`config.mk`:
```
export PLATFORM = sky130hd
export DESIGN_NAME = video_timing_gen
export DESIGN_NICKNAME = d
export VERILOG_FILES = /design/src/rtl/vt_pkg.sv /design/src/rtl/vt_axis.sv /design/src/rtl/video_timing_gen.sv
export SDC_FILE = /design/constraint.sdc
export NUM_CORES = 1
export LEC_CHECK = 0
export CAP_MARGIN = 10
export CORE_ASPECT_RATIO = 1.25
export CORE_MARGIN = 4
export CORE_UTILIZATION = 40
export CTS_CLUSTER_SIZE = 8
export DETAILED_ROUTE_END_ITERATION = 6
export GPL_TIMING_DRIVEN = 0
export REMOVE_ABC_BUFFERS = 1
export SETUP_SLACK_MARGIN = 0.05
export SLEW_MARGIN = 30
export SYNTH_ARGS = -nofsm -noshare
export SYNTH_HDL_FRONTEND = slang
export SYNTH_SLANG_ARGS = --single-unit
export TNS_END_PERCENT = 100
```
`constraint.sdc`:
```
create_clock -name clk -period 6.2 [get_ports clk]
set_input_delay 1.24 -clock clk [delete_from_list [all_inputs] [get_ports clk]]
set_output_delay 1.24 -clock clk [all_outputs]
set_load 0.005 [all_outputs]
```
`src/rtl/vt_pkg.sv`:
```
// Shared timing constants and helper functions for the raster timing generator.
package vt_pkg;

    // Default raster: the Mr. Do timing set
    localparam int DEF_H_TOTAL   = 312;
    localparam int DEF_HBL_START = 256;
    localparam int DEF_HBL_END   = 8;
    localparam int DEF_HS_START  = 264;
    localparam int DEF_HS_END    = 304;
    localparam int DEF_V_TOTAL   = 262;
    localparam int DEF_VBL_START = 224;
    localparam int DEF_VBL_END   = 32;
    localparam int DEF_VS_START  = 256;
    localparam int DEF_VS_END    = 258;
    localparam int DEF_VBLS_LEAD = 8;

    // Add a signed offset to a count and fold it back into [0, total).
    // One correction is enough because |adj| < total.
    function automatic int wrap_add(input int count, input int adj, input int total);
        int sum;
        sum = count + adj;
        if (sum < 0) begin
            sum = sum + total;
        end else if (sum >= total) begin
            sum = sum - total;
        end
        return sum;
    endfunction

    // Window [s, e) on a circular axis; s >= e means the window wraps through 0.
    function automatic logic in_window(input int c, input int s, input int e);
        if (s < e) begin
            return (c >= s) && (c < e);
        end
        return (c >= s) || (c < e);
    endfunction

endpackage

```
`src/rtl/vt_axis.sv`:
```
// One raster axis: wrapping counter plus blank, early-blank and sync decodes.
// Flags are decoded from the next count so they line up with the count register.
module vt_axis
    import vt_pkg::*;
#(
    parameter int TOTAL   = DEF_H_TOTAL,
    parameter int W       = $clog2(TOTAL),
    parameter int BLK_S   = DEF_HBL_START,
    parameter int BLK_E   = DEF_HBL_END,
    parameter int EARLY_S = DEF_HBL_START,
    parameter bit POL     = 1'b0
) (
    input  logic         clk,
    input  logic         reset,
    input  logic         en_i,
    input  logic [W-1:0] sync_s_i,
    input  logic [W-1:0] sync_e_i,
    output logic [W-1:0] cnt_o,
    output logic         wrap_o,
    output logic         blk_o,
    output logic         blk_n_o,
    output logic         early_o,
    output logic         sync_o
);

    logic [W-1:0] cnt_q, cnt_d;
    logic         blk_q, blk_n_q, early_q, sync_q;

    // Next count when enabled: wrap at TOTAL-1
    always_comb begin
        cnt_d = cnt_q + 1'b1;
        if (cnt_q == W'(TOTAL - 1)) begin
            cnt_d = '0;
        end
    end

    assign wrap_o = en_i && (cnt_q == W'(TOTAL - 1));

    // Counter and registered window flags; everything holds while disabled
    always_ff @(posedge clk) begin
        if (reset) begin
            cnt_q   <= '0;
            blk_q   <= 1'b1;
            blk_n_q <= 1'b0;
            early_q <= 1'b1;
            sync_q  <= ~POL;
        end else if (en_i) begin
            cnt_q   <= cnt_d;
            blk_q   <= in_window(int'(cnt_d), BLK_S, BLK_E);
            blk_n_q <= !in_window(int'(cnt_d), BLK_S, BLK_E);
            early_q <= in_window(int'(cnt_d), EARLY_S, BLK_E);
            sync_q  <= in_window(int'(cnt_d), int'(sync_s_i), int'(sync_e_i)) ? POL : ~POL;
        end
    end

    assign cnt_o   = cnt_q;
    assign blk_o   = blk_q;
    assign blk_n_o = blk_n_q;
    assign early_o = early_q;
    assign sync_o  = sync_q;

endmodule

```
`src/rtl/video_timing_gen.sv`:
```
// Parametrised raster timing generator with per-frame sync position adjust.
module video_timing_gen
    import vt_pkg::*;
#(
    parameter int H_TOTAL   = DEF_H_TOTAL,
    parameter int HBL_START = DEF_HBL_START,
    parameter int HBL_END   = DEF_HBL_END,
    parameter int HS_START  = DEF_HS_START,
    parameter int HS_END    = DEF_HS_END,
    parameter int V_TOTAL   = DEF_V_TOTAL,
    parameter int VBL_START = DEF_VBL_START,
    parameter int VBL_END   = DEF_VBL_END,
    parameter int VS_START  = DEF_VS_START,
    parameter int VS_END    = DEF_VS_END,
    parameter int VBLS_LEAD = DEF_VBLS_LEAD,
    parameter bit SYNC_POL  = 1'b0,
    parameter int ADJ_W     = 4
) (
    input  logic                         clk,
    input  logic                         reset,
    input  logic                         ce_pix,
    input  logic signed [ADJ_W-1:0]      h_adj,
    input  logic signed [ADJ_W-1:0]      v_adj,
    output logic [$clog2(H_TOTAL)-1:0]   h,
    output logic [$clog2(V_TOTAL)-1:0]   v,
    output logic                         hbl,
    output logic                         hbl_n,
    output logic                         vbl,
    output logic                         vbl_n,
    output logic                         vbls,
    output logic                         hsync,
    output logic                         vsync,
    output logic                         line_start,
    output logic                         frame_start
);

    localparam int H_W        = $clog2(H_TOTAL);
    localparam int V_W        = $clog2(V_TOTAL);
    localparam int VBLS_START = wrap_add(VBL_START, -VBLS_LEAD, V_TOTAL);

    logic                    h_wrap, frame_wrap;
    logic                    h_early_unused;
    logic signed [ADJ_W-1:0] h_adj_q, h_adj_d, v_adj_q, v_adj_d;
    logic [H_W-1:0]          hs0, hs1;
    logic [V_W-1:0]          vs0, vs1;
    logic                    line_start_q, frame_start_q;

    // Adjust latches take new values only on the wrap to (0,0); the new frame's
    // first decode already sees the new value
    always_comb begin
        h_adj_d = h_adj_q;
        v_adj_d = v_adj_q;
        if (frame_wrap) begin
            h_adj_d = h_adj;
            v_adj_d = v_adj;
        end
    end

    assign hs0 = H_W'(wrap_add(HS_START, int'(h_adj_d), H_TOTAL));
    assign hs1 = H_W'(wrap_add(HS_END,   int'(h_adj_d), H_TOTAL));
    assign vs0 = V_W'(wrap_add(VS_START, int'(v_adj_d), V_TOTAL));
    assign vs1 = V_W'(wrap_add(VS_END,   int'(v_adj_d), V_TOTAL));

    vt_axis #(
        .TOTAL(H_TOTAL), .W(H_W), .BLK_S(HBL_START), .BLK_E(HBL_END),
        .EARLY_S(HBL_START), .POL(SYNC_POL)
    ) u_h (
        .clk(clk), .reset(reset), .en_i(ce_pix),
        .sync_s_i(hs0), .sync_e_i(hs1),
        .cnt_o(h), .wrap_o(h_wrap),
        .blk_o(hbl), .blk_n_o(hbl_n), .early_o(h_early_unused), .sync_o(hsync)
    );

    vt_axis #(
        .TOTAL(V_TOTAL), .W(V_W), .BLK_S(VBL_START), .BLK_E(VBL_END),
        .EARLY_S(VBLS_START), .POL(SYNC_POL)
    ) u_v (
        .clk(clk), .reset(reset), .en_i(h_wrap),
        .sync_s_i(vs0), .sync_e_i(vs1),
        .cnt_o(v), .wrap_o(frame_wrap),
        .blk_o(vbl), .blk_n_o(vbl_n), .early_o(vbls), .sync_o(vsync)
    );

    // Start pulses and adjust latches; pulses drop on any non-enabled clock
    always_ff @(posedge clk) begin
        if (reset) begin
            line_start_q  <= 1'b0;
            frame_start_q <= 1'b0;
            h_adj_q       <= '0;
            v_adj_q       <= '0;
        end else begin
            line_start_q  <= h_wrap;
            frame_start_q <= frame_wrap;
            h_adj_q       <= h_adj_d;
            v_adj_q       <= v_adj_d;
        end
    end

    assign line_start  = line_start_q;
    assign frame_start = frame_start_q;

endmodule

```
# Word-level counts from Yosys, hierarchy flattened
# Index checks and enable logic that the tools add are counted.
[classes]
n_addsub = 14
order_cmp = 19
eq_ne = 2
muxes = 28
reduce_logical = 11
[op_table]
columns = ["op", "n"]
rows = [
  ["$mux W9", 10],
  ["$add A10 B4 Y11 const A", 4],
  ["$ge A11 B10 Y1 const B", 4],
  ["$lt A11 B1 Y1 const B", 4],
  ["$add A9 B9 Y9 const B", 4],
  ["$lt A9 B9 Y1", 4],
  ["$sub A9 B9 Y9 const B", 4],
  ["$add A9 B1 Y9 const B", 2],
  ["$eq A9 B9 Y1 const B", 2],
  ["$ge A9 B8 Y1 const B", 2],
  ["$ge A9 B9 Y1", 2],
  ["$mux W1", 16],
  ["$ge A9 B9 Y1 const B", 1],
  ["$lt A9 B4 Y1 const B", 1],
  ["$lt A9 B6 Y1 const B", 1],
  ["$mux W4", 2],
  ["$logic_or A1 B1 Y1", 5],
  ["$logic_and A1 B1 Y1", 4],
  ["$logic_not A1 Y1", 2],
]
[word_totals]
reg_bits = 35
inputBits = 11
output_inout_bits = 27
word_cells = 87

# Longest topological paths before layout
[depth]
word_depth = 16
ltp_mapped = 26
ltp_nobuf = 25

# By module
# A second synthesis with hierarchy kept.
[hier_totals]
cells_unflattened = 413
area_unflattened_um2 = 3311.9
[by_module_without_submodules]
columns = ["mod", "instances", "cells_per_inst", "area_per_inst_um2"]
rows = [
  ["vt_axis at u_h", 1, 178, 1363.8],
  ["vt_axis at u_v", 1, 170, 1331.3],
  ["video_timing_gen", 1, 65, 616.8],
]

# Least setup slack after synthesis
# Ideal clock, no wire load.
[synth_path]
path_type = "input to register"
start = "input port ce_pix"
end = "register u_v.sync_q (netlist: u_v.sync_o)"
setup_ps = 59
arrival_ps = 5657
setup_slack_ps = 483
cell_stages = 23
path_buffers = 2
cell_sequence = "clkinv_1 > nor3_1 > and2_0 > buf_4 > buf_2 > mux2i_1 > inv_1 > ha_1 > nand3b_1 > a311o_1 > o21ai_0 > a21oi_1 > nand2_1 > nor3b_1 > xor2_1 > ha_1 > a21o_1 > a21o_1 > a21oi_1 > o2111ai_1 > o21a_1 > a22oi_1 > o32a_1"
[synth_between]
elab_chain_cells = 15
[synth_lines]
columns = ["element", "line", "rtl"]
rows = [
  ["start, declared", "video_timing_gen.sv:21", "input logic ce_pix,"],
  ["$logic_and A1 B1 Y1 (*) (2 in series)", "vt_axis.sv:37", "assign wrap_o = en_i && (cnt_q == W'(TOTAL - 1));"],
  ["$mux W4 (*)", "video_timing_gen.sv:53", "if (frame_wrap) begin"],
  ["via v_adj_d[3]", "video_timing_gen.sv:43", "logic signed [ADJ_W-1:0] h_adj_q, h_adj_d, v_adj_q, v_adj_d;"],
  ["$add A10 B4 Y11", "vt_pkg.sv:21", "sum = count + adj;"],
  ["$sub A9 B9 Y9 / $ge A11 B10 Y1 (equally long branches)", "vt_pkg.sv:25, vt_pkg.sv:24", ""],
  ["$mux W9", "vt_pkg.sv:24", "end else if (sum >= total) begin"],
  ["$mux W9", "vt_pkg.sv:22", "if (sum < 0) begin"],
  ["$lt A9 B9 Y1", "vt_pkg.sv:32", "if (s < e) begin"],
  ["$mux W1", "vt_pkg.sv:32", ""],
  ["$mux W1", "vt_axis.sv:47", "end else if (en_i) begin"],
  ["$mux W1", "vt_axis.sv:41", "if (reset) begin"],
  ["$mux W1 (*)", "vt_pkg.sv:35", "return (c >= s) || (c < e);"],
  ["$mux W1 (*)", "vt_axis.sv:47", ""],
  ["$mux W1 (*)", "vt_axis.sv:41", ""],
  ["$mux W1 (*)", "vt_axis.sv:52", "sync_q <= in_window(int'(cnt_d), int'(sync_s_i), int'(sync_e_i)) ? POL : ~POL;"],
  ["end signal, assigned", "vt_axis.sv:46", "sync_q <= ~POL;"],
  ["end signal, assigned", "vt_axis.sv:52", ""],
  ["end, declared", "vt_axis.sv:27", "logic blk_q, blk_n_q, early_q, sync_q;"],
]
# Mark *: on every way through the listed nets, which the timed path passes. The rest lies on a longest branch. The select of a mux whose other input is x is not followed.
# A chain may end at the register's enable or synchronous reset.

# Worst setup path after layout
# Ends and elaborated chain as after synthesis.

==> impl_metrics.yaml <==
setup_path:
  crit_path_start: "ce_pix"
  r2r_cells: 23
  cp-end-kind: "flop"
  start_kind: "input pin"
  r2r_slack_ns: 0.68
  path_max_fanout: 15
  regToRegStartpoint: "u_v.cnt_o[0]"
  required_ns: 6.42
  r2r_end: "u_v.sync_o"
  slowest_stage: "a311o_1"
  criticalPathCategory: "input pin to flop"
  cp_common_cell: "ha_1"
  crit_path_end: "u_v.sync_o"
  cp.arrival_ns: 5.87
  cpPeakStageDelay_ns: 0.37
  path_cells: "clkbuf_4, inv_4, nor3_4, and2_4, mux2i_4, inv_1, ha_1, ha_1, nand3b_1, a311o_1, o21ai_2, a21oi_1, nand2_1, nor3b_1, xor2_1, ha_1, a21o_1, a21o_1, a21oi_1, o2111ai_1, o21a_1, a22oi_1, o32a_1"
logic_synthesis:
  async_flop_share_pct: 0
  yosys.area_share.adder_pct: 17.4
  synth_edf_count: 0
  ys_warn_count: 0
  syn_area_sq_mm: 0.00273
  ys_seq_elements: 35
  ys.flop_type: "dfxtp_1"
  synth_top_family_by_area: "simple AND/OR/NAND/NOR gates"
  synth_xor_area_share_pct: 6.74
  synthMuxAreaShare_pct: 4.40
  synth-simple-area-share_pct: 22.7
  syn-instance-count: 346
  yosysUniqueCellTypes: 51
  synth-compound-area-share_pct: 18.3
  seq_area_frac_synth_pct: 25.7
  syn_avg_cell_area_sq_um: 7.88
floorplan:
  die_y_microns: 100
  rows: 33
  die_area_sq_mm: 0.00821
  core_region_area_sq_mm: 0.00661
  die_x_microns: 81.9
  start_util_pct: 41.3
  ios: 38
power:
  peakVddDrop_mv: 0.115
  p_leak_nw: 1.42
  power_w: 0.000412
  powerDensity_mw_per_mm2: 123
grt:
  grt_use_total_pct: 16.8
  grt_start_max_net_pins: 33
  grt_first_pass_wirelength_mm: 11.2
  antenna_found_initial: 0
  grt-ovfl-total: 0
  grt_pass1_vias: 2479
sta:
  rsz0062_at_grt: "false"
  slew_viol_final: 0
  setup_viol: 0
  max_slew.worst_pin.slew_ns: 0.895
  period_needed_ns: 5.65
  fin_crit_sh_pct: 91.1
  fmaxAchievable_ghz: 0.177
  maxSlewHeadroom_pct: 40.1
  hold_viol: 0
  fin_skew_ns: 0.00865
placement:
  port_buffers: 37
  place_inst: 457
  hpwl_mm: 4.95
  gp_congestion: 0.830
final_layout:
  final_nets: 432
  finish.utilization_pct: 50.6
  area_growth_pct: 22.5
  antenna_cells: 0
  fin_cells: 471
  drive_gt1_share_pct: 8.07
clocking:
  cts_buffer_depth: 2
  cts-htree-levels: 2
  clkLatencyLatePin_ns: 0.28
  holdBufCountCts: 0
  numCtsBuffers: 5
  cts.reportedPaths.clkPinSlew_ns: 0.06
  tritoncts: "done"
  cts.sinks: 35
  clockRootBuffer: "clkbuf_8"
flow_run:
  cap_violations: 0
status:
  outcome: "complete, no violations"
drt:
  route.met2.wl_mm: 3.22
  drt-total-wl_mm: 6.38
  vias: 2488
  top_layer_used: "met4"
  drt-initial-drc-count: 60
  avgViaCountPerCell: 5.28
  drcViolationCount: 0
  ant_nets: 0
  routedLengthMet1_mm: 2.97
  post_drt_wl_per_cell_microns: 13.5
  met3_length_microns: 106
  drt_first_pass_iters: 4
worst_hold_path:
  hp-class: "flop to flop"
-- flip-flops by register name, summed over array words and instances, names as in the netlist --
register and cells:
u_h.cnt_o 9, v_adj_q 4, h_adj_q 4, frame_start 1, u_h.blk_n_o 1, line_start 1, u_h.blk_o 1, u_v.early_o 1
u_v.blk_o 1, u_h.sync_o 1, u_v.blk_n_o 1, u_v.sync_o 1, u_v.cnt_o 9
-- per-layer routing --
| metal | GRT usage [%] | vias to the layer above |
|---|---|---|
| met4 | 4.60 | 0 |
| li1 | - | 1292 |
| met1 | 21.1 | 1161 |
| met5 | 0 | - |
| met3 | 2.60 | 8 |
| met2 | 29.4 | 27 |
-- worst max-delay path, delay by kind of cell --
family	cells	cell delay (ns)
compound gates	10	1.85
simple gates	5	0.90
fa+ha+maj	3	0.88
buf+inv	3	0.45
mux	1	0.32
xor+xnor	1	0.21
-- area by class of cell --
class | count | area (sq um)
multi-input combinational | 278 | 1950
clock inverter | 1 | 5.00
fill | 701 | 3270
timing repair buffer | 44 | 428
tap | 87 | 109
clock buffer | 7 | 76.3
inverter | 19 | 73.8
sequential | 35 | 701
-- worst min-delay path by stage --
stage	cells past startpoint	slack (ns)	start	to
2_1_floorplan	2	0.44	u_v.blk_o	u_v.blk_o
3_3_place_gp	2	0.43	u_v.blk_o	u_v.blk_o
3_5_place_dp	2	0.44	u_v.blk_o	u_v.blk_o
4_1_cts	2	0.45	u_v.blk_o	u_v.blk_o
5_1_grt	2	0.48	u_v.blk_o	u_v.blk_o
6_report	2	0.44	u_v.blk_o	u_v.blk_o
-- through the flow --
step                TNS [ns]  instance area, sq um  setup slack, ns  hold slack [ns]
floorplan             -0.336                  2670           -0.336            0.439
global placement       -3.10                  3150            -2.80            0.432
detailed placement     -1.91                  3160            -1.91            0.438
CTS                        0                  3280           0.0512            0.449
global route               0                  3340            0.107            0.484
finish                     0                  3340            0.554            0.443
-- cell usage in the layout (no fill, tap or decap), types with 3 or more instances in the layout --
master and n:
mux2i_4 3, clkbuf_8 5, xor2_1 9, nor2b_1 8, inv_1 18, nand3_1 11, ha_1 38, nor3_1 11
clkdlybuf4s50_1 35, and3_1 4, or2_2 3, nand2b_1 4, or3_1 3, a21o_1 5, nand2_1 30, dfxtp_1 35
mux2i_1 6, a21oi_1 31, nor2_1 43, o21a_1 7, o21ai_0 13, xnor2_1 12, buf_4 6, nand4_1 4
-- power breakdown --
group	internal [W]	switching, W
Combinational	0.0000138	0.0000142
Clock	0.0000787	0.0000767
Sequential	0.000226	0.00000176
Total	0.000319	0.0000926
-- Yosys cell counts (2+ instances only) --
library cell	n	share of area, %
nor2_1	43	5.9
ha_1	38	17
dfxtp_1	35	26
a21oi_1	31	5.7
nand2_1	30	4.1
inv_1	18	2.5
o21ai_0	14	2.6
nor3_1	12	2.2
xnor2_1	12	3.9
clkbuf_1	11	1.5
nand3_1	11	2.0
xor2_1	9	2.9
mux2i_1	8	2.9
nor2b_1	8	1.8
o21a_1	7	1.9
a21o_1	5	1.4
and3_1	4	0.92
nand2b_1	4	0.92
nand4_1	4	0.92
or2_2	3	0.69
or3_1	3	0.69
a2111oi_0	2	0.64
a22oi_1	2	0.55
a31oi_1	2	0.46
buf_2	2	0.37
o211ai_1	2	0.55
o22ai_1	2	0.46
-- cells by family after synthesis --
logic type	count (synthesis)
DFF	35
adders and majority gates	38
xor gates and xnor gates	21
and+or+nand+nor	128
muxes	11
AOI/OAI and AO/OA	80
buffers and inverters	33
-- repair_timing --
item | CTS | global route
gates resized for setup | 14 | 5
buffers inserted | 0 | 6
pin swaps | 0 | 1
setup endpoints to repair | 1 | 1
Note: power is estimated with default switching activity, not from simulation.
